$ cat src/rtl/jk_pkg.sv
// Shared types and constants for the player jump/walk sequencer.
package jk_pkg;

  typedef enum logic [2:0] {
    ST_GROUND   = 3'd0,
    ST_CHARGE   = 3'd1,
    ST_LAUNCH   = 3'd2,
    ST_AIRBORNE = 3'd3,
    ST_LAND     = 3'd4
  } jump_state_t;

  localparam int unsigned SCREEN_W = 640;
  localparam int unsigned SCREEN_H = 480;

  localparam int unsigned CMD_W    = 12;
  localparam int unsigned CHARGE_W = 6;
  localparam int unsigned STATE_W  = 3;

  localparam int unsigned MAX_CHARGE_DEF  = 35;
  localparam int unsigned V_MIN_DEF       = 4;
  localparam int unsigned V_STEP_DEF      = 1;
  localparam int unsigned VX_JUMP_DEF     = 6;
  localparam int unsigned WALK_STEP_DEF   = 2;
  localparam int unsigned LAND_FRAMES_DEF = 4;

  // Horizontal intent from key levels: -1 left only, +1 right only, else 0.
  function automatic logic signed [1:0] key_dir(input logic left, input logic right);
    if (left && !right)      return -2'sd1;
    else if (right && !left) return 2'sd1;
    else                     return 2'sd0;
  endfunction

endpackage

$ cat src/rtl/jump_vel_calc.sv
// Combinational launch velocity from charge level and horizontal direction.
module jump_vel_calc
  import jk_pkg::*;
#(
  parameter int unsigned V_MIN   = V_MIN_DEF,
  parameter int unsigned V_STEP  = V_STEP_DEF,
  parameter int unsigned VX_JUMP = VX_JUMP_DEF
) (
  input  logic [CHARGE_W-1:0]     charge_i,
  input  logic signed [1:0]       dir_i,
  output logic signed [CMD_W-1:0] vx_o,
  output logic signed [CMD_W-1:0] vy_o
);

  logic [CMD_W-1:0] mag_c;

  always_comb begin
    mag_c = CMD_W'(V_MIN) + CMD_W'(charge_i) * CMD_W'(V_STEP);
    // Upward launch is negative vy.
    vy_o  = -$signed(mag_c);
    case (dir_i)
      2'b01:   vx_o = $signed(CMD_W'(VX_JUMP));
      2'b11:   vx_o = -$signed(CMD_W'(VX_JUMP));
      default: vx_o = '0;
    endcase
  end

endmodule

$ cat src/rtl/jump_ctl.sv
// Frame-paced charge-and-release jump / ground walk sequencer for the player sprite.
// Optional feature macro: JUMP_CTL_AUTO_RELEASE_EN (launch automatically at full charge).
module jump_ctl
  import jk_pkg::*;
#(
  parameter int unsigned MAX_CHARGE  = MAX_CHARGE_DEF,
  parameter int unsigned V_MIN       = V_MIN_DEF,
  parameter int unsigned V_STEP      = V_STEP_DEF,
  parameter int unsigned VX_JUMP     = VX_JUMP_DEF,
  parameter int unsigned WALK_STEP   = WALK_STEP_DEF,
  parameter int unsigned LAND_FRAMES = LAND_FRAMES_DEF
) (
  input  logic                    clk,
  input  logic                    rst,
  input  logic                    frame_tick,
  input  logic                    key_space,
  input  logic                    key_left,
  input  logic                    key_right,
  input  logic                    on_ground,
  input  logic                    cmd_ready,
  output logic                    cmd_valid,
  output logic signed [CMD_W-1:0] cmd_vx,
  output logic signed [CMD_W-1:0] cmd_vy,
  output logic                    walk_valid,
  output logic signed [CMD_W-1:0] walk_dx,
  output logic [CHARGE_W-1:0]     charge,
  output logic [STATE_W-1:0]      state_o
);

  localparam int unsigned LCW = (LAND_FRAMES < 2) ? 1 : $clog2(LAND_FRAMES + 1);
  localparam logic signed [CMD_W-1:0] WALK_POS = CMD_W'(WALK_STEP);
  localparam logic signed [CMD_W-1:0] WALK_NEG = -WALK_POS;

  jump_state_t             state_q, state_d;
  logic [CHARGE_W-1:0]     charge_q, charge_d;
  logic                    cmd_valid_q, cmd_valid_d;
  logic signed [CMD_W-1:0] cmd_vx_q, cmd_vx_d;
  logic signed [CMD_W-1:0] cmd_vy_q, cmd_vy_d;
  logic                    walk_valid_q, walk_valid_d;
  logic signed [CMD_W-1:0] walk_dx_q, walk_dx_d;
  logic                    armed_q, armed_d;
  logic [LCW-1:0]          land_cnt_q, land_cnt_d;

  logic signed [1:0]       dir_c;
  logic [CHARGE_W-1:0]     charge_inc_c;
  logic [CHARGE_W-1:0]     vel_charge_c;
  logic signed [CMD_W-1:0] vel_vx_c, vel_vy_c;
  logic                    start_ok_c;

  assign dir_c        = key_dir(key_left, key_right);
  assign charge_inc_c = (charge_q < CHARGE_W'(MAX_CHARGE)) ? charge_q + CHARGE_W'(1) : charge_q;

`ifdef JUMP_CTL_AUTO_RELEASE_EN
  // Set by an automatic launch; a tick with space low must be seen before recharging.
  logic need_rel_q, need_rel_d;

  assign vel_charge_c = key_space ? charge_inc_c : charge_q;
  assign start_ok_c   = !need_rel_q;
`else
  assign vel_charge_c = charge_q;
  assign start_ok_c   = 1'b1;
`endif

  jump_vel_calc #(
    .V_MIN   (V_MIN),
    .V_STEP  (V_STEP),
    .VX_JUMP (VX_JUMP)
  ) u_vel (
    .charge_i (vel_charge_c),
    .dir_i    (dir_c),
    .vx_o     (vel_vx_c),
    .vy_o     (vel_vy_c)
  );

  // State register and registered outputs.
  always_ff @(posedge clk) begin
    if (rst) begin
      state_q      <= ST_GROUND;
      charge_q     <= '0;
      cmd_valid_q  <= 1'b0;
      cmd_vx_q     <= '0;
      cmd_vy_q     <= '0;
      walk_valid_q <= 1'b0;
      walk_dx_q    <= '0;
      armed_q      <= 1'b0;
      land_cnt_q   <= '0;
    end else begin
      state_q      <= state_d;
      charge_q     <= charge_d;
      cmd_valid_q  <= cmd_valid_d;
      cmd_vx_q     <= cmd_vx_d;
      cmd_vy_q     <= cmd_vy_d;
      walk_valid_q <= walk_valid_d;
      walk_dx_q    <= walk_dx_d;
      armed_q      <= armed_d;
      land_cnt_q   <= land_cnt_d;
    end
  end

`ifdef JUMP_CTL_AUTO_RELEASE_EN
  always_ff @(posedge clk) begin
    if (rst) need_rel_q <= 1'b0;
    else     need_rel_q <= need_rel_d;
  end
`endif

  // Next-state and output decisions; only LAUNCH reacts between frame ticks.
  always_comb begin
    state_d      = state_q;
    charge_d     = charge_q;
    cmd_valid_d  = cmd_valid_q;
    cmd_vx_d     = cmd_vx_q;
    cmd_vy_d     = cmd_vy_q;
    walk_valid_d = 1'b0;
    walk_dx_d    = '0;
    armed_d      = armed_q;
    land_cnt_d   = land_cnt_q;
`ifdef JUMP_CTL_AUTO_RELEASE_EN
    need_rel_d   = need_rel_q;
    if (frame_tick && !key_space && state_q != ST_LAUNCH) need_rel_d = 1'b0;
`endif

    case (state_q)
      ST_GROUND: begin
        if (frame_tick) begin
          if (!on_ground) begin
            state_d = ST_AIRBORNE;
            armed_d = 1'b0;
          end else if (key_space && start_ok_c) begin
            state_d  = ST_CHARGE;
            charge_d = '0;
          end else if (key_left ^ key_right) begin
            walk_valid_d = 1'b1;
            walk_dx_d    = key_left ? WALK_NEG : WALK_POS;
          end
        end
      end

      ST_CHARGE: begin
        if (frame_tick) begin
          if (key_space) begin
            charge_d = charge_inc_c;
`ifdef JUMP_CTL_AUTO_RELEASE_EN
            if (charge_inc_c == CHARGE_W'(MAX_CHARGE)) begin
              state_d     = ST_LAUNCH;
              cmd_valid_d = 1'b1;
              cmd_vx_d    = vel_vx_c;
              cmd_vy_d    = vel_vy_c;
              need_rel_d  = 1'b1;
            end
`endif
          end else begin
            state_d     = ST_LAUNCH;
            cmd_valid_d = 1'b1;
            cmd_vx_d    = vel_vx_c;
            cmd_vy_d    = vel_vy_c;
          end
        end
      end

      ST_LAUNCH: begin
        if (cmd_ready) begin
          state_d     = ST_AIRBORNE;
          cmd_valid_d = 1'b0;
          charge_d    = '0;
          armed_d     = 1'b0;
        end
      end

      ST_AIRBORNE: begin
        if (frame_tick) begin
          if (!on_ground) begin
            armed_d = 1'b1;
          end else if (armed_q) begin
            if (LAND_FRAMES == 0) begin
              state_d = ST_GROUND;
            end else begin
              state_d    = ST_LAND;
              land_cnt_d = LCW'(LAND_FRAMES);
            end
          end
        end
      end

      ST_LAND: begin
        if (frame_tick) begin
          if (land_cnt_q <= LCW'(1)) begin
            state_d    = ST_GROUND;
            land_cnt_d = '0;
          end else begin
            land_cnt_d = land_cnt_q - LCW'(1);
          end
        end
      end

      default: state_d = ST_GROUND;
    endcase
  end

  assign cmd_valid  = cmd_valid_q;
  assign cmd_vx     = cmd_vx_q;
  assign cmd_vy     = cmd_vy_q;
  assign walk_valid = walk_valid_q;
  assign walk_dx    = walk_dx_q;
  assign charge     = charge_q;
  assign state_o    = STATE_W'(state_q);

endmodule

$ cat config.mk
export PLATFORM = sky130hd
export DESIGN_NAME = jump_ctl
export DESIGN_NICKNAME = d
export VERILOG_FILES = /design/src/rtl/jk_pkg.sv /design/src/rtl/jump_vel_calc.sv /design/src/rtl/jump_ctl.sv
export SDC_FILE = /design/constraint.sdc
export NUM_CORES = 1
export LEC_CHECK = 0
export CAP_MARGIN = 40
export CORE_MARGIN = 2
export CORE_UTILIZATION = 45
export CTS_CLUSTER_DIAMETER = 200
export DETAILED_ROUTE_END_ITERATION = 16
export MAX_ROUTING_LAYER = met4
export PLACE_DENSITY_LB_ADDON = 0.12
export SLEW_MARGIN = 20
export SYNTH_ARGS = -nofsm -noshare
export SYNTH_HDL_FRONTEND = slang
export SYNTH_HIERARCHICAL = 1
export SYNTH_SLANG_ARGS = --single-unit
$ cat constraint.sdc
create_clock -name clk -period 1.7 [get_ports clk]
set_input_delay 0.255 -clock clk [delete_from_list [all_inputs] [get_ports clk]]
set_output_delay 0.255 -clock clk [all_outputs]
set_load 0.02 [all_outputs]
==> impl_metrics.py <==
metrics = {
    "outcome": {
        "outcome": "finished clean",
    },
    "die": {
        "io_pins": 55,
        "core_area_sq_um": 4630,
        "dieArea_sq_um": 5300,
        "initial_utilization_pct": 46.1,
        "die_h_microns": 72.8,
        "rows": 25,
        "die_w_microns": 72.8,
    },
    "cells_and_area": {
        "fin_cells": 377,
        "fin_util_pct": 64.3,
        "drive_gt1_share_pct": 18.6,
        "n_antenna_cell": 0,
        "fin_nets": 335,
        "area_delta_synth_final_pct": 39.6,
    },
    "critical_path": {
        "critPathCaptureType": "flop",
        "arrival_ns": 1.87,
        "path_class": "flop to flop",
        "cp.required_ns": 1.89,
        "path_max_fanout": 3,
        "setup.worst_path.start_class": "flop",
    },
    "timing": {
        "period_minus_slack_ns": 1.68,
        "finalCritPeriodShare_pct": 98.8,
        "hold_viol": 0,
        "finalSetupViolCount": 0,
        "drv_slew": 0,
        "rsz0062_at_grt": "yes",
        "skew_ns": 0.00626,
        "fmax_ghz": 0.596,
    },
    "power_and_ir_drop": {
        "peakVddDrop_v": 0.000429,
        "p_leak_uw": 0.00130,
        "powerDensity_nw_per_um2": 846,
    },
    "routing": {
        "antenna_left": 0,
        "drt_wl_total_microns": 4820,
        "wl_per_cell_microns": 12.8,
        "drtIter0Drc": 77,
        "drt_first_pass_iters": 6,
        "via_per_inst": 5.25,
        "drc": 0,
        "vias": 1978,
    },
    "global_route": {
        "top_usage_layer": "met2",
        "grtUsageMet1_pct": 23.4,
        "grt_pass1_wl_microns": 7940,
        "met2_usage_pct": 31.5,
        "grt_max_degree": 25,
        "grt_antenna_before_repair": 0,
        "met3_usage_pct": 4.42,
        "grtUsageTotal_pct": 19.3,
        "grt_pass1_vias": 1774,
        "grt_remaining_overflow": 0,
    },
    "run": {
        "cap_violations": 0,
    },
    "worst_hold_path": {
        "hold_class": "flop to flop",
    },
    "logic_synthesis": {
        "synth_area_sq_um": 2130,
        "seq_area_frac_synth_pct": 38.5,
        "synth_area_per_cell_sq_um": 8.20,
        "async_flop_share_pct": 0,
        "yosys_register_bits": 41,
        "ys.flop_type": "dfxtp_1",
        "yosys_warnings": 6,
        "syn_inst": 260,
        "synth.distinct_cells": 58,
        "synth_edf_count": 0,
    },
    "clocking": {
        "root_buffer": "clkbuf_8",
        "htree_num_levels": 2,
        "cts_buffers": 5,
        "clockBufferDepth": 2,
        "cts_sinks": 41,
        "tritoncts": "done",
        "insertion_delay_ns": 0.29,
        "cts.clk_slew.worst_paths_ns": 0.08,
        "post_cts_buffers": 0,
        "cts_hold_buf": 0,
    },
    "placed_design": {
        "hpwl_microns": 3430,
        "globalplace.congestion": 0.807,
        "portBuffers": 53,
        "dp_cells": 369,
    },
}
power by group:
group	switching [uW]	internal (uW)
sequential	32.5	1010
clock	323	420
combinational	385	348
final cells by class:
type                       count  area, sq um
clock buffer                   8          111
fill                         426         1650
inverter                      11         41.3
multi-input combinational    174         1090
sequential                    41          828
tap                           54         67.6
timing repair buffer          89          840
cells in the final DEF, fill, tap and decap left out, drive strengths merged, types with 3 or more instances in the layout:
cell type | netlist | routed
a32o | 5 | 5
nor2b | 3 | 3
inv | 11 | 11
or4 | 3 | 3
clkbuf | 9 | 8
clkdlybuf4s50 | 0 | 40
o21ai | 7 | 7
a21oi | 30 | 30
nand2 | 53 | 53
dlymetal6s2s | 0 | 8
nand3 | 8 | 8
buf | 29 | 36
conb | 3 | 7
and2 | 3 | 3
xor2 | 3 | 3
ha | 5 | 5
dfxtp | 41 | 41
dlygate4sd2 | 0 | 5
nor3 | 3 | 3
nor3b | 3 | 3
worst paths after layout:
path              startpoint          to  slack [ns]  cells after the start
hold / removal    cmd_vy[10]  cmd_vy[10]        0.45                      2
setup / recovery   charge[0]   charge[0]        0.02                      5
hold reg to reg   cmd_vy[10]  cmd_vy[10]        0.45                      2
setup reg to reg   charge[0]   charge[0]        0.02                      5
metal layers:
layer	wire, microns	share of wire, %
met4	33	0.69
met2	2350	49
met3	184	3.8
met5	0	0
met1	2240	47
cell families (layout without fill, tap and decap cells):
| kind of cell | count (synthesis) | count (layout) | synth area share (%) |
|---|---|---|---|
| AND/OR/NAND/NOR | 93 | 93 | 22.7 |
| AO/OA/AOI/OAI | 65 | 65 | 20.3 |
| buffers and inverters | 49 | 108 | 13.4 |
| flip-flops | 41 | 41 | 38.5 |
| adder cells (fa/ha/maj) | 5 | 5 | 2.93 |
| XOR/XNOR | 4 | 4 | 1.64 |
| other | 3 | 7 | 0.528 |
synthesized netlist by cell type (3+ instances only):
cell	count	share of area, %
a21oi_1	30	7.0
a32o_1	5	2.3
buf_2	3	0.70
buf_4	26	9.2
clkbuf_1	9	1.6
conb_1	3	0.53
dfxtp_1	41	38
ha_1	5	2.9
inv_1	10	1.8
nand2_1	53	9.3
nand3_1	8	1.9
nor2b_1	3	0.88
o21ai_0	6	1.4
xor2_1	3	1.2
critical path, cell delays in order, from the launching register on:
cell and delay, ns:
dfxtp_4 0.36, ha_4 0.16, or4_4 0.44, a31o_4 0.26
o211a_1 0.21, a21o_1 0.15
registers in the layout, summed over array words and instances, names as in the netlist:
signal / cells
armed_q: 1
charge: 6
cmd_valid: 1
cmd_vx: 12
cmd_vy: 12
land_cnt_q: 3
state_o: 3
walk_dx: 2
walk_valid: 1
through the flow:
step / area, sq um / setup slack (ns) / power, uW / hold WS [ns] / setup TNS, ns
CTS: 2940 / 0.00422 / 2520 / 0.457 / 0
finish: 2980 / 0.0209 / 2520 / 0.454 / 0
global placement: 2820 / -0.180 / 1770 / 0.441 / -1.66
global route: 2980 / -0.0113 / 2650 / 0.475 / -0.0157
detailed placement: 2820 / -0.202 / 1780 / 0.446 / -2.05
floorplan: 2170 / -0.00709 / 1480 / 0.377 / -0.00709
what timing repair did:
action,4_1_cts,5_1_grt
resized for setup,6,12
gates cloned,0,0
setup endpoints to repair,17,16
pin swaps,1,1
No activity file was read; power rests on OpenSTA's default activity.
